**config.mk**
```make
export PLATFORM = sky130hd
export DESIGN_NAME = sweep_arbiter
export DESIGN_NICKNAME = d
export VERILOG_FILES = /design/src/rtl/sweep_arbiter.sv
export SDC_FILE = /design/constraint.sdc
export NUM_CORES = 1
export LEC_CHECK = 0
export CELL_PAD_IN_SITES_DETAIL_PLACEMENT = 1
export CELL_PAD_IN_SITES_GLOBAL_PLACEMENT = 1
export CORE_MARGIN = 2
export CORE_UTILIZATION = 39
export CTS_CLUSTER_SIZE = 40
export DETAILED_ROUTE_END_ITERATION = 6
export PLACE_DENSITY = 0.77
export SLEW_MARGIN = 10
export SYNTH_ARGS = -nofsm -noshare
export SYNTH_HDL_FRONTEND = slang
export SYNTH_SLANG_ARGS = --single-unit
```
**constraint.sdc**
```tcl
create_clock -name clk -period 2.4 [get_ports clk]
set_clock_uncertainty 0.2 [all_clocks]
set_input_delay 0.6 -clock clk [delete_from_list [all_inputs] [get_ports clk]]
set_output_delay 0.6 -clock clk [all_outputs]
set_load 0.05 [all_outputs]
```
**src/rtl/sweep_arbiter.sv**
```systemverilog
// Two-requester round-robin arbiter that owns one up/down sweep counter.
// Latency: grant 1 cycle after request; first count value 1 cycle after grant.
// Backpressure: none downstream; requesters hold req until done, a dropped req aborts.
//
// Ports:
//   clk, n_rst    clock (rising edge), asynchronous active-low reset
//   req_i[1:0]    per-requester sweep request
//   dir_i[1:0]    per-requester direction, 1 = up (0..max), 0 = down (max..0)
//   gnt_o[1:0]    one-hot grant, 0 when no sweep is active
//   busy_o        high in every FSM state except IDLE
//   cnt_o         current count, 0 whenever cnt_vld_o is low
//   cnt_vld_o     cnt_o carries a sweep value
//   done_o[1:0]   one-cycle pulse to the owner on normal completion
module sweep_arbiter #(
  parameter int WIDTH = 4,
  parameter int GAP   = 1
) (
  input  logic             clk,
  input  logic             n_rst,
  input  logic [1:0]       req_i,
  input  logic [1:0]       dir_i,
  output logic [1:0]       gnt_o,
  output logic             busy_o,
  output logic [WIDTH-1:0] cnt_o,
  output logic             cnt_vld_o,
  output logic [1:0]       done_o
);

  typedef enum logic [1:0] {
    S_IDLE = 2'd0,
    S_LOAD = 2'd1,
    S_RUN  = 2'd2,
    S_GAP  = 2'd3
  } state_t;

  localparam int GW = (GAP > 1) ? $clog2(GAP) : 1;
  localparam logic [GW-1:0]    GAP_LAST = GW'((GAP > 0) ? GAP - 1 : 0);
  localparam logic [WIDTH-1:0] CNT_MAX  = '1;
  // Where a finished or aborted sweep goes, and whether busy stays up there.
  localparam state_t END_ST   = (GAP > 0) ? S_GAP : S_IDLE;
  localparam logic   END_BUSY = (GAP > 0);

  state_t           state_q;
  logic [1:0]       gnt_q;
  logic [1:0]       done_q;
  logic             busy_q;
  logic             vld_q;
  logic             dir_q;    // direction latched at grant
  logic             owner_q;  // index of the granted requester
  logic             last_q;   // last-served pointer
  logic [1:0]       req_q;    // registered requests, used for abort detection
  logic [WIDTH-1:0] cnt_q;
  logic [GW-1:0]    gap_q;

  logic win_d;
  logic own_req_d;
  logic at_term_d;

  always_comb begin
    // A lone requester wins outright; a tie goes to the one not served last.
    win_d = ~last_q;
    if (req_i == 2'b01) begin
      win_d = 1'b0;
    end else if (req_i == 2'b10) begin
      win_d = 1'b1;
    end
    own_req_d = req_q[owner_q];
    at_term_d = dir_q ? (cnt_q == CNT_MAX) : (cnt_q == '0);
  end

  always_ff @(posedge clk or negedge n_rst) begin
    if (!n_rst) begin
      state_q <= S_IDLE;
      gnt_q   <= '0;
      done_q  <= '0;
      busy_q  <= 1'b0;
      vld_q   <= 1'b0;
      dir_q   <= 1'b0;
      owner_q <= 1'b0;
      last_q  <= 1'b1;
      req_q   <= '0;
      cnt_q   <= '0;
      gap_q   <= '0;
    end else begin
      req_q  <= req_i;
      done_q <= '0;
      case (state_q)
        S_IDLE: begin
          if (req_i != 2'b00) begin
            state_q <= S_LOAD;
            owner_q <= win_d;
            last_q  <= win_d;
            dir_q   <= dir_i[win_d];
            gnt_q   <= win_d ? 2'b10 : 2'b01;
            busy_q  <= 1'b1;
          end
        end
        S_LOAD, S_RUN: begin
          // Abort is checked first so it wins over a same-cycle completion.
          if (!own_req_d || (state_q == S_RUN && at_term_d)) begin
            state_q <= END_ST;
            busy_q  <= END_BUSY;
            gnt_q   <= '0;
            vld_q   <= 1'b0;
            cnt_q   <= '0;
            gap_q   <= '0;
            if (own_req_d) begin
              done_q[owner_q] <= 1'b1;
            end
          end else if (state_q == S_LOAD) begin
            state_q <= S_RUN;
            cnt_q   <= dir_q ? '0 : CNT_MAX;
            vld_q   <= 1'b1;
          end else begin
            cnt_q <= dir_q ? cnt_q + WIDTH'(1) : cnt_q - WIDTH'(1);
          end
        end
        S_GAP: begin
          if (gap_q == GAP_LAST) begin
            state_q <= S_IDLE;
            busy_q  <= 1'b0;
            gap_q   <= '0;
          end else begin
            gap_q <= gap_q + GW'(1);
          end
        end
        default: begin
          state_q <= S_IDLE;
          gnt_q   <= '0;
          busy_q  <= 1'b0;
          vld_q   <= 1'b0;
          cnt_q   <= '0;
          gap_q   <= '0;
        end
      endcase
    end
  end

  assign gnt_o     = gnt_q;
  assign busy_o    = busy_q;
  assign cnt_o     = cnt_q;
  assign cnt_vld_o = vld_q;
  assign done_o    = done_q;

endmodule

```
==> impl_table.tex, run 1 <==
\begin{tabular}{lr}
\hline
Metric & Value \\
\hline
\multicolumn{2}{l}{\textbf{Clock tree}} \\
Clock transition time at the flip-flop clock pins of the worst setup and hold paths & 0.09 ns \\
Clock latency on the worst-skew pair & $\sim$0.29 ns \\
Number of buffers created by CTS & 3 \\
Clk buf depth & 2 \\
Deepest level of the CTS H-tree & 1 \\
Buffer count from post-CTS setup fixing & 0 \\
Clock tree from TritonCTS & done \\
Total number of clock tree sinks & 17 \\
Clock Root Buffer & sky130\_fd\_sc\_hd\_\_clkbuf\_4 \\
\multicolumn{2}{l}{\textbf{Setup path}} \\
Crit path max fanout & 3 \\
Buffer and inverter count on the worst path & 1 \\
Slowest stage cell, crit path & sky130\_fd\_sc\_hd\_\_clkdlybuf4s50\_1 \\
Setup Crit Path Kind & reg2out \\
Stage delay of the slowest cell on the critical path & 0.83 ns \\
Series of cell instances along the critical path & clkdlybuf4s50\_1 \\
Worst Setup End Kind & output port \\
Type of element launching the critical path & register \\
Worst path top cell family by delay & buffers and inverters \\
Crit path arrival time & around 1.5 ns \\
Critical path required time & 1.60 ns \\
\multicolumn{2}{l}{\textbf{Synth}} \\
Post-synth design cell area & 946 um\^{}2 \\
Primary FF master, synth & sky130\_fd\_sc\_hd\_\_dfrtp\_1 \\
Ranking of synthesized cells by area & sky130\_fd\_sc\_hd\_\_dfrtp\_1, sky130\_fd\_sc\_hd\_\_ha\_1, sky130\_fd\_sc\_hd\_\_nor2\_1 \\
Yosys top cell area share & 0.423 \\
Total of flip-flops plus latches after synthesis & 17 \\
Synth Warn \# & 0 \\
Most instantiated library cell after synthesis & sky130\_fd\_sc\_hd\_\_dfrtp\_1 \\
Top cells by count, synth & sky130\_fd\_sc\_hd\_\_dfrtp\_1, sky130\_fd\_sc\_hd\_\_nor2\_1, sky130\_fd\_sc\_hd\_\_inv\_1, sky130\_fd\_sc\_hd\_\_nand2\_1, sky130\_fd\_sc\_hd\_\_a21oi\_1 \\
Avg Synthesized Cell Area & 9.46 um\^{}2 \\
Area leader, netlist & sky130\_fd\_sc\_hd\_\_dfrtp\_1 \\
Unique masters post-synth & 28 \\
Count of flip-flops with a built-in enable after synthesis & 0 \\
Share of synthesized area occupied by flip-flops and latches & 0.451 \\
Fraction of registers with async set/reset & 1.00 \\
Number of nets produced by synthesis & between 100 and 150 \\
Number of instances in the synthesized netlist & 100 \\
\multicolumn{2}{l}{\textbf{Placement}} \\
RD Place Congestion & 0.799 \\
Worst slack at placement & 0.214 ns \\
HPWL reported at the end of detailed placement & $\sim$1.6 mm \\
IO Port Bufs & 15 \\
\multicolumn{2}{l}{\textbf{Detailed routing}} \\
Residual DRC & 0 \\
Avg Vias per Cell & between 5 and 6 \\
Average routed wire per standard cell & 14.2 um \\
Total number of vias & about 770 \\
Number of design-rule violations left by the first detailed-router iteration & 3 \\
DRT Pass-1 Iters & 4 \\
Post-detailed-route count of antenna-violating nets & 0 \\
Wirelength, routed & 2.09 mm \\
\multicolumn{2}{l}{\textbf{Global routing}} \\
Initial antenna violation count & 0 \\
Total Routing Usage GR & 0.175 \\
Largest net degree at the start of global routing & 15 \\
Grt total ovfl & 0 \\
Via count of the first global-routing pass & 772 \\
First-pass GRT wire length & 3.55 mm \\
\multicolumn{2}{l}{\textbf{Timing}} \\
RSZ-0062 raised after global routing & no \\
Maximum achievable frequency & 0.436 GHz \\
Setup violators final & 0 \\
Share of the cycle needed by the critical path after routing & 0.956 \\
Hold Violations, Final & 0 \\
Worst Max-Slew Pin Slew & 0.514 ns \\
Slew Viols, Final & 0 \\
Setup WS post-layout & around 0.11 ns \\
Post-layout minimum cycle time & between 2 and 2.5 ns \\
Worst-case headroom to the max-slew limit & 0.656 \\
Setup tns final & 0 ns \\
\multicolumn{2}{l}{\textbf{Die}} \\
Count of pins on the block boundary & 16 \\
Width of the die & between 50 and 60 um \\
Height of the die & roughly 53 um \\
Cell row count & 17 \\
Starting density of the core & 0.420 \\
Area of the core & 2250 um\^{}2 \\
Total die area & 2840 um\^{}2 \\
\multicolumn{2}{l}{\textbf{Finish}} \\
Layout overhead on the synthesized area & 23.4\% \\
Multi-input combinational cell area & 479 um\^{}2 \\
Ant diodes & 0 \\
Ratio of cells with drive above 1 in the final layout & 0.101 \\
Net total in the final layout & 133 \\
Total area of sequential cells & 427 um\^{}2 \\
Fillcell total & $\sim$280 \\
\multicolumn{2}{l}{\textbf{Run}} \\
Reported max-cap violation count & 0 \\
\multicolumn{2}{l}{\textbf{Hold path}} \\
Worst hold-check path type & reg2reg \\
\multicolumn{2}{l}{\textbf{Power and ir drop}} \\
Total leakage power & 0.576 nW \\
Highest ir drop seen on vdd & 0.708 mV \\
P per Cell Area & roughly 1400 nW/um\^{}2 \\
\multicolumn{2}{l}{\textbf{Run status}} \\
Outcome & finished, final reports clean \\
\hline
\end{tabular}
==> metal layers <==
layer	part of all wire	wire (um)	GRT usage
met5	0	0	0
met4	0.0058	12	0.0385
met3	0.052	108	0.0537
met2	0.49	1010	0.296
met1	0.46	951	0.217
==> what timing repair did <==
action / CTS / global route
endpoints found under the hold margin: 0 / 0
hold buffers: 0 / 0
resized for setup: 0 / 3
endpoints found under the setup margin: 0 / 3
==> layout make-up <==
class                      count  area share
multi-input combinational     73       0.411
clock buffer                   4      0.0225
timing repair buffer          17       0.146
inverter                       8      0.0257
tap                           28      0.0300
sequential                    17       0.365
==> path summary, 6_finish.rpt <==
kind                                       from                      to  slack (ns)  depth (start not counted)
setup reg to reg              dir_q$_DFFE_PN0P_    cnt_o[3]$_DFFE_PN0N_        0.41                          7
setup / recovery           gnt_o[1]$_DFFE_PN0P_                gnt_o[1]        0.11                          1
max in group asynchronous                 n_rst      req_q[1]$_DFF_PN0_        1.09                          2
hold reg to reg            gnt_o[1]$_DFFE_PN0P_    gnt_o[1]$_DFFE_PN0P_        0.32                          1
min in group asynchronous                 n_rst  state_q[0]$_DFFE_PN0P_        0.42                          1
hold / removal             gnt_o[1]$_DFFE_PN0P_    gnt_o[1]$_DFFE_PN0P_        0.32                          1
==> flip-flops by register name (all words and copies together), names as in the netlist <==
register / cells
owner_q: 1
req_q: 2
cnt_o: 4
busy_o: 1
cnt_vld_o: 1
done_o: 2
last_q: 1
dir_q: 1
state_q: 2
gnt_o: 2
==> power breakdown <==
| group | internal [W] | leakage (nW) | total, W | switching [W] |
|---|---|---|---|---|
| combinational | 0.000395 | 0.351 | 0.00101 | 0.000615 |
| clock | 0.0000646 | 0.0150 | 0.000152 | 0.0000873 |
| sequential | 0.000394 | 0.210 | 0.000505 | 0.000111 |
==> kinds of logic after synthesis <==
| family | count (synthesis) | synth area share |
|---|---|---|
| AND/OR/NAND/NOR | 36 | 0.181 |
| AO/OA/AOI/OAI | 24 | 0.164 |
| flip-flops | 17 | 0.451 |
| buffers and inverters | 10 | 0.0423 |
| adder cells (fa/ha/maj) | 7 | 0.101 |
| multiplexers | 4 | 0.0423 |
| XOR/XNOR | 2 | 0.0185 |
==> worst register-to-register path: cells and delay by family (launching register included) <==
| kind | cells | cell delay [ns] |
|---|---|---|
| flip-flops | 1 | 0.49 |
| adder cells (fa/ha/maj) | 1 | 0.37 |
| buffers and inverters | 1 | 0.12 |
| AND/OR/NAND/NOR | 1 | 0.12 |
| AO/OA/AOI/OAI | 3 | 0.51 |
| XOR/XNOR | 1 | 0.07 |
==> per-stage QoR <==
stage          hold WS, ns  cell area (um^2)   util  cells  power (W)
2_1_floorplan        0.104               946      -    100    0.00125
3_3_place_gp         0.288              1130  0.503    143    0.00149
3_5_place_dp         0.298              1130  0.503    143    0.00153
4_1_cts              0.327              1160  0.514    147    0.00169
5_1_grt              0.345              1170  0.518    147    0.00182
6_report             0.319              1170  0.518    147    0.00167
==> cell usage in the layout (no fill, tap or decap), types with 4 or more instances in the layout <==
cell,n
sky130_fd_sc_hd__a21oi_1,7
sky130_fd_sc_hd__clkdlybuf4s50_1,11
sky130_fd_sc_hd__nand2_1,8
sky130_fd_sc_hd__nor2b_1,5
sky130_fd_sc_hd__ha_1,6
sky130_fd_sc_hd__nor2_1,14
sky130_fd_sc_hd__dfrtp_1,16
sky130_fd_sc_hd__mux2i_1,4
sky130_fd_sc_hd__inv_1,8
(Power assumes the default switching activity.)
==> run 2, diff against run 1 <==
- ABC_AREA: unset -> 0
- CORE_MARGIN: 2 -> unset
- SKIP_LAST_GASP: unset -> 1
==> run 2 against run 1 <==
Net effect:
- via count decreased by 3.8%
- first-iteration DRC count increased by 67%
- sequential power decreased by 0.8%
- worst hold slack got worse by 0.0075 ns
- non-clock buffer count unchanged
- die area decreased by 7.4%
- final area unchanged
- sequential cell count unchanged
- register-to-register slack about the same
- cell count unchanged
- wire length decreased by 7.2%
- count of clock-buffer cells in the layout unchanged
==> impl_table.tex, run 2 (synthesis results as in run 1) <==
\begin{tabular}{lr}
\hline
Metric & Value \\
\hline
\multicolumn{2}{l}{\textbf{Timing}} \\
Setup tns final & 0 ns (unchanged) \\
Hold Violations, Final & 0 (unchanged) \\
Worst-case headroom to the max-slew limit & 0.662 (+0.00622) \\
RSZ-0062 raised after global routing & no \\
Setup violators final & 0 (unchanged) \\
Share of the cycle needed by the critical path after routing & 0.947 (-0.00827) \\
Worst Max-Slew Pin Slew & 0.505 ns (-0.00930 ns) \\
Maximum achievable frequency & 0.440 GHz (+0.87\%) \\
Slew Viols, Final & 0 (unchanged) \\
Post-layout minimum cycle time & 2.27 ns (-0.0198 ns) \\
\multicolumn{2}{l}{\textbf{Clock tree}} \\
Clock Root Buffer & sky130\_fd\_sc\_hd\_\_clkbuf\_4 \\
Number of buffers created by CTS & 3 (unchanged) \\
Deepest level of the CTS H-tree & 1 (unchanged) \\
Clock transition time at the flip-flop clock pins of the worst setup and hold paths & 0.09 ns (about the same) \\
Clock latency on the worst-skew pair & 0.28 ns (about the same) \\
Clk buf depth & 2 (unchanged) \\
Buffer count from post-CTS setup fixing & 0 (unchanged) \\
Quantity of hold-fixing buffers added after cts & 0 (unchanged) \\
Total number of clock tree sinks & 17 (unchanged) \\
Clock tree from TritonCTS & done \\
\multicolumn{2}{l}{\textbf{Global routing}} \\
Grt total ovfl & 0 (unchanged) \\
Largest net degree at the start of global routing & 15 (unchanged) \\
Total Routing Usage GR & 0.175 (about the same) \\
Initial antenna violation count & 0 (unchanged) \\
First-pass GRT wire length & 3.39 mm (-4.5\%) \\
Via count of the first global-routing pass & 756 (-2.1\%) \\
\multicolumn{2}{l}{\textbf{Power and ir drop}} \\
Total leakage power & 0.576 nW (unchanged) \\
P per Cell Area & 1420 nW/um\^{}2 (-0.37\%) \\
Highest ir drop seen on vdd & 0.701 mV (-1.0\%) \\
Switching power as a share of total power & 0.486 (-0.00133) \\
Combinational fraction of design power & 0.610 (+0.004) \\
Reported net switching power & 0.000808 W (-0.64\%) \\
Int Pwr & 0.000853 W (-0.11\%) \\
Part of the power in registers & 0.301 (-0.002) \\
Share of total power in the clock network & 0.088 (-0.003) \\
\multicolumn{2}{l}{\textbf{Setup path}} \\
Type of element launching the critical path & register \\
Buffer and inverter count on the worst path & 1 (unchanged) \\
Worst path top cell family by delay & buffers and inverters \\
Setup Crit Path Kind & reg2out \\
Crit path max fanout & 3 (unchanged) \\
Slowest stage cell, crit path & sky130\_fd\_sc\_hd\_\_clkdlybuf4s50\_1 \\
Critical path required time & 1.60 ns (about the same) \\
Series of cell instances along the critical path & clkdlybuf4s50\_1 \\
Worst Setup End Kind & output port \\
Crit path arrival time & 1.47 ns (-0.02 ns) \\
Stage delay of the slowest cell on the critical path & 0.81 ns (-0.02 ns) \\
\multicolumn{2}{l}{\textbf{Placement}} \\
IO Port Bufs & 15 (unchanged) \\
RD Place Congestion & 0.770 (-3.6\%) \\
HPWL reported at the end of detailed placement & 1.57 mm (-2.3\%) \\
\multicolumn{2}{l}{\textbf{Hold path}} \\
Worst hold-check path type & reg2reg \\
\multicolumn{2}{l}{\textbf{Die}} \\
Height of the die & 51.3 um (-3.8\%) \\
Cell row count & 17 (unchanged) \\
Width of the die & 51.3 um (-3.8\%) \\
Starting density of the core & 0.420 (unchanged) \\
Count of pins on the block boundary & 16 (unchanged) \\
Area of the core & 2250 um\^{}2 (unchanged) \\
Total die area & 2630 um\^{}2 (-7.4\%) \\
\multicolumn{2}{l}{\textbf{Finish}} \\
Post-layout util & 0.518 (unchanged) \\
Net total in the final layout & 133 (unchanged) \\
Max reg flops & 4 (unchanged) \\
Top library cells by usage in the layout, fill and taps aside & sky130\_fd\_sc\_hd\_\_dfrtp\_1, sky130\_fd\_sc\_hd\_\_nor2\_1, sky130\_fd\_sc\_hd\_\_clkdlybuf4s50\_1 \\
Ant diodes & 0 (unchanged) \\
Ratio of cells with drive above 1 in the final layout & 0.101 (unchanged) \\
Most common library cell in the layout ignoring fill and taps & sky130\_fd\_sc\_hd\_\_dfrtp\_1 \\
Layout overhead on the synthesized area & 23.4\% (unchanged) \\
\multicolumn{2}{l}{\textbf{Detailed routing}} \\
Number of design-rule violations left by the first detailed-router iteration & 5 (+2) \\
Residual DRC & 0 (unchanged) \\
Wirelength, routed & 1.94 mm (-7.2\%) \\
Total number of vias & 744 (-3.8\%) \\
Average routed wire per standard cell & 13.2 um (-7.2\%) \\
Avg Vias per Cell & 5.06 (-3.8\%) \\
DRT Pass-1 Iters & 3 (-1) \\
Post-detailed-route count of antenna-violating nets & 0 (unchanged) \\
\multicolumn{2}{l}{\textbf{Run}} \\
Reported max-cap violation count & 0 (unchanged) \\
\multicolumn{2}{l}{\textbf{Run status}} \\
Outcome & finished, final reports clean \\
\hline
\end{tabular}
-- run 2: cell counts in the layout (fill, tap and decap cells not counted) --
No cell type changed its count.
-- run 2: power groups by stage --
stage	clock [W]	combinational, W	sequential, W
floorplan	0	0.000595	0.000656
global placement	0	0.000979	0.000505
detailed placement	0	0.00103	0.000511
CTS	0.000156	0.00103	0.000505
global route	0.000168	0.00112	0.000520
finish	0.000147	0.00101	0.000501
-- run 2: cell type report --
cell class	count	area [um^2]
timing repair buffer	17	170
fill	274	1090
multi-input combinational	73	479
inverter	8	30.0
tap	28	35.0
sequential	17	427
clock buffer	4	26.3
-- run 2: final timing paths --
| path | from | to | slack, ns | cells past startpoint |
|---|---|---|---|---|
| hold reg to reg | gnt_o[0]$_DFFE_PN0P_ | gnt_o[0]$_DFFE_PN0P_ | 0.31 | 1 |
| max in group asynchronous | n_rst | cnt_vld_o$_DFFE_PN0P_ | 1.09 | 2 |
| setup reg to reg | dir_q$_DFFE_PN0P_ | cnt_o[3]$_DFFE_PN0N_ | 0.41 | 7 |
| setup / recovery | gnt_o[1]$_DFFE_PN0P_ | gnt_o[1] | 0.13 | 1 |
| hold / removal | gnt_o[0]$_DFFE_PN0P_ | gnt_o[0]$_DFFE_PN0P_ | 0.31 | 1 |
| min in group asynchronous | n_rst | cnt_o[3]$_DFFE_PN0N_ | 0.43 | 1 |
-- run 2: layer usage --
| metal | share of wire | track usage | vias to the layer above |
|---|---|---|---|
| li1 | - | - | 379 |
| met1 | 0.45 | 0.207 | 348 |
| met2 | 0.50 | 0.303 | 15 |
| met3 | 0.047 | 0.0625 | 2 |
| met4 | 0.0046 | 0.0405 | 0 |
| met5 | 0 | 0 | - |
-- run 2: metrics by stage --
stage / setup WS (ns) / hold slack [ns] / instance area [um^2] / power (W) / instances
after global routing: 0.0551 / 0.341 / 1170 / 0.00181 / 147
after floorplan: 0.370 / 0.104 / 946 / 0.00125 / 100
after CTS: 0.0410 / 0.312 / 1160 / 0.00169 / 147
final: 0.126 / 0.312 / 1170 / 0.00166 / 147
after global placement: 0.286 / 0.284 / 1130 / 0.00148 / 143
after detailed placement: 0.213 / 0.296 / 1130 / 0.00154 / 143
-- run 2: timing repair --
action / 4_1_cts / 5_1_grt
resized for setup: 0 / 3
setup endpoints to repair: 0 / 3
endpoints found under the hold margin: 0 / 0
==> run 3, diff against run 2 <==
- REMOVE_ABC_BUFFERS: unset -> 1
==> run 3 against run 2 <==
Net effect:
- clock power rose by 7%
- count of clock-buffer cells in the layout fell by 1
- critical path depth did not move
- die area did not move
- largest power group unchanged
- highest routed layer unchanged
==> impl_table.tex, run 3 (synthesis results as in run 1) <==
\begin{tabular}{lr}
\hline
Metric & Value \\
\hline
\multicolumn{2}{l}{\textbf{Power and ir drop}} \\
Highest ir drop seen on vdd & 0.665 mV (-5.1\%) \\
P per Cell Area & 1430 nW/um\^{}2 (+0.40\%) \\
Part of the power in registers & 0.303 (+0.002) \\
Total leakage power & 0.578 nW (+0.32\%) \\
Share of total power in the clock network & 0.095 (+0.007) \\
Int Pwr & 0.000851 W (-0.27\%) \\
Switching power as a share of total power & 0.490 (+0.00397) \\
Reported net switching power & 0.000819 W (+1.3\%) \\
Design Power & 0.00167 W (+0.50\%) \\
Combinational fraction of design power & 0.602 (-0.008) \\
\multicolumn{2}{l}{\textbf{Placement}} \\
Placed Instance Area & 1130 um\^{}2 (unchanged) \\
IO Port Bufs & 15 (unchanged) \\
Count of placed standard cells including taps & 143 (unchanged) \\
RD Place Congestion & 0.759 (-1.3\%) \\
HPWL reported at the end of detailed placement & 1.66 mm (+5.6\%) \\
\multicolumn{2}{l}{\textbf{Timing}} \\
Post-layout minimum cycle time & 2.29 ns (+0.0209 ns) \\
Worst Max-Slew Pin Slew & 0.508 ns (+0.00303 ns) \\
Hold Violations, Final & 0 (unchanged) \\
RSZ-0062 raised after global routing & no \\
Slew Viols, Final & 0 (unchanged) \\
Setup violators final & 0 (unchanged) \\
Maximum achievable frequency & 0.436 GHz (-0.91\%) \\
Setup tns final & 0 ns (unchanged) \\
Final hold slack & 0.330 ns (+0.0188 ns) \\
Worst-case headroom to the max-slew limit & 0.661 (-0.00152) \\
Share of the cycle needed by the critical path after routing & 0.956 (+0.00869) \\
\multicolumn{2}{l}{\textbf{Finish}} \\
Layout overhead on the synthesized area & 23.5\% \\
Max reg flops & 4 (unchanged) \\
Ratio of cells with drive above 1 in the final layout & 0.109 (+0.00840) \\
Cell area after layout & 1170 um\^{}2 (+0.11\%) \\
Net total in the final layout & 133 (unchanged) \\
Total area of sequential cells & 427 um\^{}2 (unchanged) \\
Multi-input combinational cell area & 479 um\^{}2 (unchanged) \\
Top library cells by usage in the layout, fill and taps aside & sky130\_fd\_sc\_hd\_\_dfrtp\_1, sky130\_fd\_sc\_hd\_\_nor2\_1, sky130\_fd\_sc\_hd\_\_clkdlybuf4s50\_1 \\
Non-filler cells, final & 147 (unchanged) \\
Ant diodes & 0 (unchanged) \\
Fillcell total & 276 (+0.73\%) \\
Most common library cell in the layout ignoring fill and taps & sky130\_fd\_sc\_hd\_\_dfrtp\_1 \\
\multicolumn{2}{l}{\textbf{Setup path}} \\
Setup Crit Path Kind & reg2out \\
Series of cell instances along the critical path & clkdlybuf4s50\_1 \\
Crit path max fanout & 3 (unchanged) \\
Stage delay of the slowest cell on the critical path & 0.81 ns (about the same) \\
Critical path required time & 1.60 ns (about the same) \\
Crit path arrival time & 1.49 ns (+0.02 ns) \\
Worst path top cell family by delay & buffers and inverters \\
Type of element launching the critical path & register \\
Slowest stage cell, crit path & sky130\_fd\_sc\_hd\_\_clkdlybuf4s50\_1 \\
Buffer and inverter count on the worst path & 1 (unchanged) \\
Worst Setup End Kind & output port \\
\multicolumn{2}{l}{\textbf{Global routing}} \\
First-pass GRT wire length & 3.59 mm (+6.1\%) \\
Total Routing Usage GR & 0.190 (+0.0144) \\
Initial antenna violation count & 0 (unchanged) \\
Largest net degree at the start of global routing & 15 (unchanged) \\
Via count of the first global-routing pass & 790 (+4.5\%) \\
Grt total ovfl & 0 (unchanged) \\
\multicolumn{2}{l}{\textbf{Die}} \\
Height of the die & 51.3 um (unchanged) \\
Total die area & 2630 um\^{}2 (unchanged) \\
Width of the die & 51.3 um (unchanged) \\
Starting density of the core & 0.420 (unchanged) \\
Area of the core & 2250 um\^{}2 (unchanged) \\
Cell row count & 17 (unchanged) \\
Count of pins on the block boundary & 16 (unchanged) \\
\multicolumn{2}{l}{\textbf{Run}} \\
Reported max-cap violation count & 0 (unchanged) \\
\multicolumn{2}{l}{\textbf{Detailed routing}} \\
Average routed wire per standard cell & 14.0 um (+6.2\%) \\
Wirelength, routed & 2.06 mm (+6.2\%) \\
Avg Vias per Cell & 5.26 (+3.9\%) \\
DRT Pass-1 Iters & 3 (unchanged) \\
Post-detailed-route count of antenna-violating nets & 0 (unchanged) \\
Residual DRC & 0 (unchanged) \\
Number of design-rule violations left by the first detailed-router iteration & 3 (-2) \\
Total number of vias & 773 (+3.9\%) \\
\multicolumn{2}{l}{\textbf{Clock tree}} \\
Quantity of hold-fixing buffers added after cts & 0 (unchanged) \\
Clk buf depth & 2 (unchanged) \\
Clock tree from TritonCTS & done \\
Clock latency on the worst-skew pair & 0.29 ns (about the same) \\
Clock transition time at the flip-flop clock pins of the worst setup and hold paths & 0.10 ns (about the same) \\
Deepest level of the CTS H-tree & 1 (unchanged) \\
Clock Root Buffer & sky130\_fd\_sc\_hd\_\_clkbuf\_4 \\
Buffer count from post-CTS setup fixing & 0 (unchanged) \\
Post\_cts resized & 0 (unchanged) \\
Total number of clock tree sinks & 17 (unchanged) \\
Number of buffers created by CTS & 3 (unchanged) \\
\multicolumn{2}{l}{\textbf{Run status}} \\
Outcome & finished, final reports clean \\
\multicolumn{2}{l}{\textbf{Hold path}} \\
Worst hold-check path type & reg2reg \\
\hline
\end{tabular}
[run 3: cell count changes in the layout (fill, tap and decap cells not counted)]
cell	previous run	this run
sky130_fd_sc_hd__clkbuf_1	1	0
sky130_fd_sc_hd__clkinv_2	0	1
[run 3: path summary, 6_finish.rpt]
check                                           from              endpoint  slack (ns)  cells after the start
worst max-delay path            gnt_o[1]$_DFFE_PN0P_              gnt_o[1]        0.11                      1
max in group asynchronous                      n_rst    busy_o$_DFFE_PN0P_        1.15                      2
worst min-delay path            gnt_o[0]$_DFFE_PN0P_  gnt_o[0]$_DFFE_PN0P_        0.33                      1
worst max register to register     dir_q$_DFFE_PN0P_  cnt_o[3]$_DFFE_PN0N_        0.37                      7
worst min register to register  gnt_o[0]$_DFFE_PN0P_  gnt_o[0]$_DFFE_PN0P_        0.33                      1
min in group asynchronous                      n_rst   done_o[1]$_DFF_PN0_        0.38                      1
[run 3: area by class of cell]
type                            count  area share
Tap cell                           28      0.0300
Clock buffer                        3      0.0193
Inverter                            8      0.0257
Sequential cell                    17       0.365
Multi-Input combinational cell     73       0.410
Clock inverter                      1     0.00428
Timing Repair Buffer               17       0.146
[run 3: metrics by stage]
step	setup WS (ns)	utilization
6_report	0.106	0.518
5_1_grt	0.0737	0.518
4_1_cts	0.00570	0.515
3_5_place_dp	0.240	0.503
3_3_place_gp	0.287	0.503
2_1_floorplan	0.370	-
[run 3: layer usage]
layer / track usage / vias to the layer above / part of all wire
li1: - / 377 / -
met1: 0.242 / 384 / 0.48
met2: 0.311 / 8 / 0.48
met3: 0.0268 / 4 / 0.018
met4: 0.0946 / 0 / 0.017
met5: 0 / - / 0
[run 3: power by group through the flow]
stage | Sequential (W) | Clock (W) | Combinational (W)
2_1_floorplan | 0.000656 | 0 | 0.000582
3_3_place_gp | 0.000507 | 0 | 0.000985
3_5_place_dp | 0.000515 | 0 | 0.00102
4_1_cts | 0.000509 | 0.000166 | 0.00103
5_1_grt | 0.000528 | 0.000174 | 0.00113
6_report | 0.000507 | 0.000158 | 0.00100
